`src/rtl/pll_reconfig_seq.sv`:
```
// Queues CRTC PLL register writes and, on commit, replays them to the PLL
// reconfiguration Avalon-MM port, issues the start write, then waits for relock.
module pll_reconfig_seq #(
  parameter int unsigned DEPTH        = 16,
  parameter int unsigned LOCK_TIMEOUT = 2000000,
  parameter logic [5:0]  START_ADDR   = 6'd2,
  parameter logic [5:0]  MODE_ADDR    = 6'd0
) (
  input  logic        clk,
  input  logic        reset,
  input  logic [5:0]  pll_addr,
  input  logic [31:0] pll_value,
  input  logic        pll_write,
  output logic        pll_busy,
  output logic [5:0]  mgmt_address,
  output logic [31:0] mgmt_writedata,
  output logic        mgmt_write,
  input  logic        mgmt_waitrequest,
  input  logic        pll_locked,
  output logic        overflow,
  output logic        lock_timeout,
  input  logic        error_clr
);

  localparam int unsigned AW = $clog2(DEPTH);
  localparam int unsigned CW = AW + 1;
  localparam int unsigned TW = $clog2(LOCK_TIMEOUT) + 1;
  localparam int unsigned EW = 38;

  typedef enum logic [2:0] {INIT, IDLE, DRAIN, START, WAIT_LOCK} state_t;

  state_t          state, state_n;
  logic [EW-1:0]   mem [DEPTH];
  logic [AW-1:0]   wr_ptr, rd_ptr;
  logic [CW-1:0]   count, count_n;
  logic            commit_pending, commit_n;
  logic [TW-1:0]   timer, timer_n;
  logic            mgmt_write_n;
  logic [5:0]      addr_n;
  logic [31:0]     data_n;
  logic            overflow_n, lock_timeout_n, busy_n;
  logic            xfer_done, is_commit, push_req, full, empty;
  logic            push, pop, start_done, timed_out;

  // A transfer is accepted on any edge where write is up and waitrequest is low
  assign xfer_done  = mgmt_write & ~mgmt_waitrequest;
  assign is_commit  = pll_write & (pll_addr == START_ADDR);
  assign push_req   = pll_write & ~is_commit;
  assign full       = (count == CW'(DEPTH));
  assign empty      = (count == '0);
  assign pop        = (state == DRAIN) & xfer_done;
  assign push       = push_req & (~full | pop);
  assign start_done = (state == START) & xfer_done;
  assign timed_out  = (state == WAIT_LOCK) & ~pll_locked &
                      (timer == TW'(LOCK_TIMEOUT - 1));

  assign count_n        = count + CW'(push) - CW'(pop);
  assign commit_n       = is_commit ? 1'b1 : (start_done ? 1'b0 : commit_pending);
  assign overflow_n     = error_clr ? 1'b0 : (overflow | (push_req & ~push));
  assign lock_timeout_n = error_clr ? 1'b0 : (lock_timeout | timed_out);
  assign busy_n         = (state_n != IDLE) | (count_n != '0) | commit_n;

  // Next-state and next Avalon request; the request only moves once accepted
  always_comb begin
    state_n      = state;
    mgmt_write_n = mgmt_write;
    addr_n       = mgmt_address;
    data_n       = mgmt_writedata;
    timer_n      = timer;
    case (state)
      INIT: begin
        if (xfer_done) begin
          mgmt_write_n = 1'b0;
          state_n      = IDLE;
        end else if (!mgmt_write) begin
          mgmt_write_n = 1'b1;
          addr_n       = MODE_ADDR;
          data_n       = '0;
        end
      end
      IDLE: begin
        if (commit_pending) state_n = DRAIN;
      end
      DRAIN: begin
        if (xfer_done) begin
          mgmt_write_n = 1'b0;
        end else if (!mgmt_write) begin
          mgmt_write_n = 1'b1;
          if (empty) begin
            state_n = START;
            addr_n  = START_ADDR;
            data_n  = '0;
          end else begin
            {addr_n, data_n} = mem[rd_ptr];
          end
        end
      end
      START: begin
        if (xfer_done) begin
          mgmt_write_n = 1'b0;
          timer_n      = '0;
          state_n      = WAIT_LOCK;
        end
      end
      WAIT_LOCK: begin
        timer_n = timer + TW'(1);
        if (pll_locked || timed_out) state_n = IDLE;
      end
      default: begin
        state_n      = INIT;
        mgmt_write_n = 1'b0;
      end
    endcase
  end

  always_ff @(posedge clk) begin
    if (reset) begin
      state          <= INIT;
      mgmt_write     <= 1'b0;
      mgmt_address   <= '0;
      mgmt_writedata <= '0;
      timer          <= '0;
      commit_pending <= 1'b0;
      overflow       <= 1'b0;
      lock_timeout   <= 1'b0;
      pll_busy       <= 1'b1;
      wr_ptr         <= '0;
      rd_ptr         <= '0;
      count          <= '0;
    end else begin
      state          <= state_n;
      mgmt_write     <= mgmt_write_n;
      mgmt_address   <= addr_n;
      mgmt_writedata <= data_n;
      timer          <= timer_n;
      commit_pending <= commit_n;
      overflow       <= overflow_n;
      lock_timeout   <= lock_timeout_n;
      pll_busy       <= busy_n;
      count          <= count_n;
      if (push) wr_ptr <= wr_ptr + AW'(1);
      if (pop)  rd_ptr <= rd_ptr + AW'(1);
    end
  end

  // Entry storage carries no reset; pointers define validity
  always_ff @(posedge clk) begin
    if (push) mem[wr_ptr] <= {pll_addr, pll_value};
  end

endmodule

```
`config.mk`:
```
export PLATFORM = sky130hd
export DESIGN_NAME = pll_reconfig_seq
export DESIGN_NICKNAME = d
export VERILOG_FILES = /design/src/rtl/pll_reconfig_seq.sv
export SDC_FILE = /design/constraint.sdc
export NUM_CORES = 1
export LEC_CHECK = 0
export CAP_MARGIN = 10
export CORE_MARGIN = 3
export CORE_UTILIZATION = 62
export CTS_CLUSTER_SIZE = 12
export DETAILED_ROUTE_END_ITERATION = 12
export GPL_TIMING_DRIVEN = 0
export PLACE_DENSITY = 0.87
export RECOVER_POWER = 50
export SLEW_MARGIN = 5
export SYNTH_ARGS = -nofsm -noshare
export SYNTH_HDL_FRONTEND = slang
export SYNTH_SLANG_ARGS = --single-unit
```
`constraint.sdc`:
```
create_clock -name clk -period 18.03 [get_ports clk]
set_input_delay 4.5075 -clock clk [delete_from_list [all_inputs] [get_ports clk]]
set_output_delay 4.5075 -clock clk [all_outputs]
set_load 0.02 [all_outputs]
```
# --- After elaboration in Yosys (flattened, before gate mapping) ---
# Memories as Yosys holds them, arrays and structs flattened. A register that Yosys moved wholly into a read port is not among the register bits.
# Cells that the tools add are included.
word_totals:
  reg_bits: 81
  mem_bits_rw: 608
  input_bits: 44
  out_inout_bits: 42
  wordCells: 94
  memories: 1
classes:
  addsub: 5
  n_eq_ne: 13
  n_mux: 31
  bitwise: 20
  n_reduce_logical: 12
mem_list:
  columns: ["memory", "depth", "word_bits", "rd", "rd_clocked_by_memory_dff", "wr", "line_no", "source"]
  rows:
  - ["mem", 16, 38, 1, 1, 1, "33", "logic [EW-1:0] mem [DEPTH];"]
op_table:
  columns: ["operator", "count"]
  rows:
  - ["32-bit two-way mux", 5]
  - ["32-bit one-hot mux with 2 select lines", 1]
  - ["22-bit one-hot mux with 2 select lines", 1]
  - ["6-bit two-way mux", 5]
  - ["22-bit by 1-bit adder with 22-bit output, second input constant", 1]
  - ["22-bit by 21-bit equality test with 1-bit output, second input constant", 1]
  - ["22-bit two-way mux", 1]
  - ["3-bit two-way mux", 7]
  - ["3-bit one-hot mux with 5 select lines", 1]
  - ["6-bit one-hot mux with 2 select lines", 1]
  - ["2-bit != test, second input constant", 5]
  - ["1-bit bitwise AND", 9]
  - ["4-bit by 1-bit adder with 4-bit output, second input constant", 2]
  - ["4-bit two-way mux", 2]
  - ["3-bit by 2-bit equality test with 1-bit output, second input constant", 2]
  - ["6-bit by 2-bit equality test with 1-bit output, second input constant", 1]
  - ["1-bit two-way mux", 6]
  - ["1-bit NOT", 6]
  - ["2-bit OR reduction", 3]
  - ["5-bit by 1-bit adder with 5-bit output", 1]
  - ["5-bit equality test, second input constant", 1]
  - ["5-bit zero test", 1]
  - ["1-bit OR", 5]
  - ["5-bit AND reduction", 1]
  - ["other kinds (10)", 12]

# --- Longest topological paths before layout ---
# Gate-level depths: netlist of run 1.
depth:
  depth_word: 10
  mapped_depth: 15
  mapped_depth_nobuf: 14

# --- Worst setup path before layout of run 1 ---
# OpenSTA, ideal clock, no wires.
synth_path:
  kind: "input -> register"
  start: "input mgmt_waitrequest"
  end: "memory mem[0][0], enable pin"
  setup_ns: 0.480
  arrival_time_ns: 8.405
  required_ns: 17.550
  slack_ns: 9.144
  stages: 6
  path_buffers: 1
  path_cell_list: "nand3b_1 o311ai_0 and2_1 clkbuf_1 nand2_1 nor3_1"
synth_via:
  elab_chain_cells: 7
synth_rtl:
  columns: ["item", "line_no", "source"]
  rows:
  - ["start, declared", "18", "input logic mgmt_waitrequest,"]
  - ["1-bit NOT", "46", "assign xfer_done = mgmt_write & ~mgmt_waitrequest;"]
  - ["1-bit bitwise AND", "46", null]
  - ["1-bit bitwise AND", "51", "assign pop = (state == DRAIN) & xfer_done;"]
  - ["1-bit OR", "52", "assign push = push_req & (~full | pop);"]
  - ["1-bit bitwise AND", "52", null]
  - ["1-bit two-way mux", "148", "if (push) mem[wr_ptr] <= {pll_addr, pll_value};"]
  - ["1-bit two-way mux (implied by the code)", "148", null]
  - ["end, declared", "33", null]
# Every way passes these cells.

# --- Worst setup path in the final report of run 1 ---
layout_path:
  start: "input pll_addr[1]"
  end: "register pll_busy"
layout_via:
  elab_chain_cells: 10
  elab_cells_between_ends: 11
  classes_between: "2 x add/sub; 1 x eq/ne; 1 x mux; 6 x bitwise; 1 x reduce/logical"
layout_rtl:
  columns: ["item", "line_no", "source"]
  rows:
  - ["start, declared", "11", "input logic [5:0] pll_addr,"]
  - ["6-bit by 2-bit equality test with 1-bit output *", "47", "assign is_commit = pll_write & (pll_addr == START_ADDR);"]
  - ["1-bit bitwise AND *", "47", null]
  - ["1-bit NOT", "48", "assign push_req = pll_write & ~is_commit;"]
  - ["1-bit bitwise AND", "48", null]
  - ["1-bit bitwise AND", "52", null]
  - ["5-bit by 1-bit adder with 5-bit output", "57", "assign count_n = count + CW'(push) - CW'(pop);"]
  - ["5-bit by 1-bit subtractor with 5-bit output", "57", null]
  - ["5-bit nonzero test", "61", "assign busy_n = (state_n != IDLE) | (count_n != '0) | commit_n;"]
  - ["1-bit OR", "61", null]
  - ["1-bit OR *", "61", null]
  - ["end signal, assigned", "139", "pll_busy <= busy_n;"]
  - ["end, declared", "14", "output logic pll_busy,"]
# Mark *: on every way between the ends. The rest lies on a longest branch, timed or not.
# A chain may end at the register's enable or synchronous reset.

==> impl_metrics.yaml, run 1 <==
floorplan:
  fp.dieArea_mm2: 0.0454
  fp.dieH_um: 213
  ios: 86
  fp.coreArea_mm2: 0.0421
  rows: 75
  initial_utilization: 0.630
  dieWidth_um: 213
clock_network:
  ctsHoldBuffers: 0
  cts_resized: 0
  cts_tree: "done"
  ctsLongestPathBuffers: 3
  clkSinkCount: 693
  cts_setup_buffers: 0
  h-tree-depth: 3
  clk_pin_slew_ns: 0.06
  clkLatencyLatePin_ns: 0.59
  root_buffer: "clkbuf_16"
  cts-buffers-inserted: 70
synthesis:
  synth-seq-cells: 693
  ys_warn_count: 0
  yosysSeqAreaShare: 0.751
  synthArstFlopShare: 0
  synth_commonest_cells: "edfxtp_1 (608), mux4_2 (151), nand2_1 (91)"
  avgSynthCellArea_um2: 19.8
  synthCells: 1341
  yosys.area.top_type: "edfxtp_1"
  synthTopCellsByArea: "edfxtp_1 (69%), mux4_2 (13%), dfxtp_1 (6.4%)"
  synth_area_mm2: 0.0266
  synth_top_area_share: 0.687
  synth_edf_count: 608
  synthFlopType: "edfxtp_1"
  synthDistinctLibCells: 54
  synth_fp_nets: 1398
  yosys.cell_count.top_type: "edfxtp_1"
detailed_routing:
  viasPerCell: 6.92
  post-route-drc-count: 0
  first_pass_iters: 5
  routed_wl_um: 67900
  drt_iter0_markers: 2267
  final_antenna_net_count: 0
  wl_per_cell_um: 31.9
  via_count: 14700
worst_hold_path:
  hp-start: "mgmt_writedata[23]"
  holdPathStages: 2
  hold_end: "mgmt_writedata[23]"
  hp-class: "reg2reg"
sta:
  tns_ns: 0
  slew_violations: 11
  tightest_slew_ns: 3.57
  min_period_ns: 8.19
  finalHoldViolations: 0
  setup_violations: 0
  rsz0062_at_grt: "no"
  setup_slack_ns: 9.84
  max_freq_mhz: 122
  max_slew_margin: -1.40
  final.period_utilization: 0.454
  finClkSkew_ns: 0.0242
  whs_ns: 0.488
place:
  post-place-ws_ns: 9.33
  globalplace.congestion: 0.817
  dp.cells: 2002
  place.port_buffers: 84
  hpwl_um: 39200
critical_path:
  cp.arrival_ns: 8.65
  cp_cell_sequence: "dlygate4sd3_1 > nor4b_1 > clkbuf_1 > a21boi_0 > and2_1 > clkbuf_1 > inv_1 > ha_1 > inv_1 > ha_1 > fa_1 > xnor2_1 > nand4_1 > or4_1"
  r2r_cells: 6
  slowest_stage: "dlygate4sd3_1"
  r2r-start: "mgmt_write"
  start_kind: "primary input"
  r2r-end: "mgmt_writedata[17]"
  cp_max_fo: 17
  worst-setup-path-type: "in2reg"
  reg2reg_slack_ns: 13.29
  crit_path_max_incr_delay_ns: 1.01
  cp.required_ns: 18.49
  cp-end-kind: "flip-flop"
cells_and_area:
  fill_cells: 2160
  syn2layout_area_growth_pct: 16.6
  fin_cells: 2127
  drive_gt1_frac: 0.241
  layout.nets: 1592
  regArea_mm2: 0.0200
  multi_input_area_mm2: 0.00638
flow_run:
  max-cap-violations: 1
power_and_ir_drop:
  p_per_area_mw_per_mm2: 109
  power_mw: 3.37
  p_leak_nw: 9.83
  vdd_ir_drop_max_v: 0.0000959
global_route:
  grt_pass1_wl_um: 100000
  grt_max_degree: 22
  antenna_found_initial: 5
  track_usage: 0.309
  grt_overflow_total: 0
  grt_pass1_vias: 15300
run_status:
  status: "complete, but fails checks"
  violations: "max-capacitance violations, max-slew violations"
[stage by stage]
stage,util,cell area [µm²]
5_1_grt,0.735,31000
3_5_place_dp,0.686,28900
6_report,0.735,31000
2_1_floorplan,-,26600
4_1_cts,0.736,31000
3_3_place_gp,0.666,28100
[flip-flops by register name, summed over array words and instances, names as in the netlist, named ones only]
name            count
commit_pending      1
count               5
lock_timeout        1
mem               608
mgmt_address        6
mgmt_write          1
mgmt_writedata     32
overflow            1
pll_busy            1
rd_ptr              4
state               3
timer              22
wr_ptr              4
[metal layers]
metal	vias up	GRT usage	wire length (µm)
met5	-	0	13
met4	2	0.156	3700
met3	267	0.0702	7470
met2	1175	0.503	33700
met1	7432	0.397	23000
li1	5853	-	-
[where the power goes]
group	internal, mW	switching, mW
registers	1.79	0.0174
clock network	0.780	0.588
logic	0.0826	0.113
total	2.65	0.718
[cells by family after synthesis]
kind of cell / Yosys count / share of synthesized area
AOI/OAI and AO/OA: 104 / 0.0273
DFF: 693 / 0.751
adders and majority gates: 13 / 0.00641
xor gates and xnor gates: 9 / 0.00297
and+or+nand+nor: 210 / 0.0383
buffers and inverters: 82 / 0.0121
muxes: 230 / 0.161
[critical path: cells and delay by family]
kind	cells	cell delay [ns]
XOR/XNOR	1	0.21
buffers and inverters	5	1.69
AO/OA/AOI/OAI	1	0.24
adder cells (fa/ha/maj)	3	0.76
AND/OR/NAND/NOR	4	1.23
[cell type report]
cell class / count / share of cell area
flip-flops and latches: 693 / 0.644
well taps: 539 / 0.0218
multi-input cells: 566 / 0.206
plain buffers: 66 / 0.00844
clock inverters: 10 / 0.00299
clock buffers: 112 / 0.0650
inverters: 16 / 0.00194
repair buffers: 122 / 0.0492
diodes: 3 / 0.000242
[worst max path at each step]
stage / slack, ns / endpoint / cells past startpoint / start
2_1_floorplan: 9.14 / mem[0][0] / 6 / mgmt_waitrequest
4_1_cts: 9.96 / pll_busy / 14 / pll_addr[1]
3_5_place_dp: 9.33 / pll_busy / 14 / pll_addr[1]
6_report: 9.84 / pll_busy / 14 / pll_addr[1]
5_1_grt: 9.59 / pll_busy / 14 / pll_addr[1]
3_3_place_gp: 5.52 / mem[0][35] / 7 / pll_addr[1]
[cell usage in the layout, fill, tap and decap left out, types with 5 or more instances in the layout]
cell type,count
mux2_2,75
ha_1,12
dlygate4sd3_1,61
a21oi_1,20
edfxtp_1,608
nand4_1,5
clkdlybuf4s50_1,23
a311oi_1,7
o31ai_1,6
and3_1,5
buf_16,14
mux4_2,151
nor2_4,12
o21ai_0,8
nor3_1,5
nand2_1,91
xor2_1,5
dfxtp_1,85
buf_1,7
buf_2,11
nor4b_1,5
nor2_1,34
nand3_1,15
buf_12,5
buf_6,10
clkbuf_1,84
a22oi_1,37
nor2b_1,7
clkbuf_16,73
buf_4,5
inv_1,16
Power figures use the tool's default switching activity.
==> run 2, diff against run 1 <==
--- a/config.mk
+++ b/config.mk
@@ -7,11 +7,11 @@
 export LEC_CHECK = 0
 export CAP_MARGIN = 10
 export CORE_MARGIN = 3
-export CORE_UTILIZATION = 62
+export CORE_UTILIZATION = 55
 export CTS_CLUSTER_SIZE = 12
 export DETAILED_ROUTE_END_ITERATION = 12
 export GPL_TIMING_DRIVEN = 0
-export PLACE_DENSITY = 0.87
+export PLACE_DENSITY = 0.82
 export RECOVER_POWER = 50
 export SLEW_MARGIN = 5
 export SYNTH_ARGS = -nofsm -noshare
==> constraint.sdc (replaced) <==
create_clock -name clk -period 7.1 [get_ports clk]
set_input_delay 1.775 -clock clk [delete_from_list [all_inputs] [get_ports clk]]
set_output_delay 1.775 -clock clk [all_outputs]
set_load 0.02 [all_outputs]
==> run 2 against run 1 <==
The flow now finishes without violations. Worst hold slack lost 0.018 ns. Wire length shrank 9.8%. Global-route usage decreased by 6.1 points. Non-clock buffer count decreased by 2. Sequential cell count unchanged. Critical path depth fell by 1. Clock power grew to 2.6 times the previous value. Combinational power is 150% higher. Sequential power rose to 2.5 times the previous value. Register-to-register slack worse by 10 ns. Critical endpoint unchanged.
==> impl_metrics.yaml, run 2 (synthesized netlist as in run 1, its figures left out) <==
detailed_routing:
  first_pass_iters: 6
  final_antenna_net_count: 0
  via_count: 14100
  post-route-drc-count: 0
  drt_iter0_markers: 1827
  routed_wl_um: 61300
  wl_per_cell_um: 27.9
  viasPerCell: 6.41
sta:
  min_period_ns: 6.07
  finalHoldViolations: 0
  finClkSkew_ns: 0.0258
  whs_ns: 0.470
  max_slew_margin: 0.127
  setup_violations: 0
  tns_ns: 0
  tightest_slew_ns: 1.29
  max_freq_mhz: 165
  slew_violations: 0
  rsz0062_at_grt: "no"
  final.period_utilization: 0.855
critical_path:
  crit_path_max_incr_delay_ns: 1.10
  worst-setup-path-type: "in2reg"
  cp-end-kind: "flip-flop"
  r2r-end: "pll_busy"
  slowest_stage: "nor4b_1"
  reg2reg_slack_ns: 3.04
  cp.arrival_ns: 6.53
  cp_top_family: "simple AND/OR/NAND/NOR gates"
  r2r_cells: 12
  r2r-start: "state[1]"
  cp-startpoint: "pll_addr[1]"
  cp_cell_sequence: "dlygate4sd3_1 > nor4b_1 > a21boi_0 > and2_1 > clkbuf_1 > inv_1 > ha_1 > inv_1 > ha_1 > fa_1 > xnor2_1 > nand4_1 > or4_1"
  cp.required_ns: 7.56
  cp_num_buf_inv: 4
  start_kind: "primary input"
  cp_max_fo: 17
cells_and_area:
  regMostFlops: "mem"
  syn2layout_area_growth_pct: 16.8
  final_common_cell: "edfxtp_1"
  largest_register_ffs: 608
  drive_gt1_frac: 0.239
  postLayoutCellArea_mm2: 0.0310
  reg_top3: "mem (608), mgmt_writedata (32), timer (22)"
  final_cell_mix: "edfxtp_1 (608), mux4_2 (151), nand2_1 (91), clkbuf_1 (90), dfxtp_1 (85)"
  layout.nets: 1591
clock_network:
  cts_tree: "done"
  root_buffer: "clkbuf_16"
  cts_resized: 0
  clkLatencyLatePin_ns: 0.60
  h-tree-depth: 3
  cts-buffers-inserted: 71
  cts_setup_buffers: 0
  clk_pin_slew_ns: 0.05
  ctsHoldBuffers: 0
  clkSinkCount: 693
  ctsLongestPathBuffers: 3
floorplan:
  ios: 86
  initial_utilization: 0.563
  dieWidth_um: 226
  fp.dieH_um: 226
  rows: 79
  fp.dieArea_mm2: 0.0510
  fp.coreArea_mm2: 0.0471
worst_hold_path:
  hp-start: "timer[20]"
  hp-class: "reg2reg"
  hold_end: "timer[20]"
  holdPathStages: 1
global_route:
  grt_max_degree: 24
  grt_pass1_wl_um: 92600
  track_usage: 0.247
  grt_pass1_vias: 15000
  antenna_found_initial: 5
  grt_overflow_total: 0
power_and_ir_drop:
  power_mw: 8.60
  vdd_ir_drop_max_v: 0.000254
  p_per_area_mw_per_mm2: 277
  p_leak_nw: 9.75
flow_run:
  max-cap-violations: 0
place:
  place.port_buffers: 84
  globalplace.congestion: 0.848
  hpwl_um: 38400
  placed_area_mm2: 0.0289
run_status:
  status: "complete, no violations"
-- run 2: cell types whose count changed in the layout (fill, tap and decap cells not counted), moves of 2 or more --
cell	before	now
dlygate4sd3_1	61	40
buf_4	5	9
buf_8	3	1
clkbuf_1	84	90
inv_6	4	1
clkdlybuf4s50_1	23	44
clkinv_8	0	2
buf_16	14	10
bufinv_16	1	3
-- run 2: worst max path at each step --
| stage | end | slack, ns | cells after the start |
|---|---|---|---|
| 2_1_floorplan | mem[0][0] | 0.95 | 6 |
| 3_3_place_gp | mem[2][23] | -2.79 | 7 |
| 3_5_place_dp | pll_busy | 0.63 | 13 |
| 4_1_cts | pll_busy | 1.25 | 13 |
| 5_1_grt | pll_busy | 0.78 | 13 |
| 6_report | pll_busy | 1.03 | 13 |
-- run 2: metal layers --
metal / track usage / routed length [µm] / up-vias
li1: - / - / 5863
met1: 0.321 / 22100 / 7200
met2: 0.414 / 31000 / 856
met3: 0.0517 / 5860 / 167
met4: 0.0994 / 2320 / 6
met5: 0 / 36 / -
-- run 2: area by class of cell --
| cell class | count | area (µm²) |
|---|---|---|
| antenna | 2 | 5.00 |
| buffer | 66 | 262 |
| clock buffer | 117 | 2030 |
| clock inverter | 10 | 149 |
| fill | 2870 | 16100 |
| inverter | 16 | 60.1 |
| multi-input combinational | 566 | 6380 |
| sequential | 693 | 20000 |
| tap | 607 | 759 |
| timing repair buffer | 120 | 1420 |
-- run 2: report_power, final --
part           switching, mW  total (mW)  internal [mW]
clock network           1.47        3.53           2.06
registers             0.0363        4.58           4.55
logic                  0.274       0.484          0.210
total                   1.78        8.60           6.82
-- run 2: per-stage QoR --
| stage | std cells | util | worst slack (ns) |
|---|---|---|---|
| after floorplan | 1341 | - | 0.947 |
| after global placement | 2032 | 0.597 | -2.79 |
| after detailed placement | 2067 | 0.612 | 0.626 |
| after CTS | 2194 | 0.659 | 1.25 |
| after global routing | 2196 | 0.658 | 0.781 |
| final | 2197 | 0.658 | 1.03 |
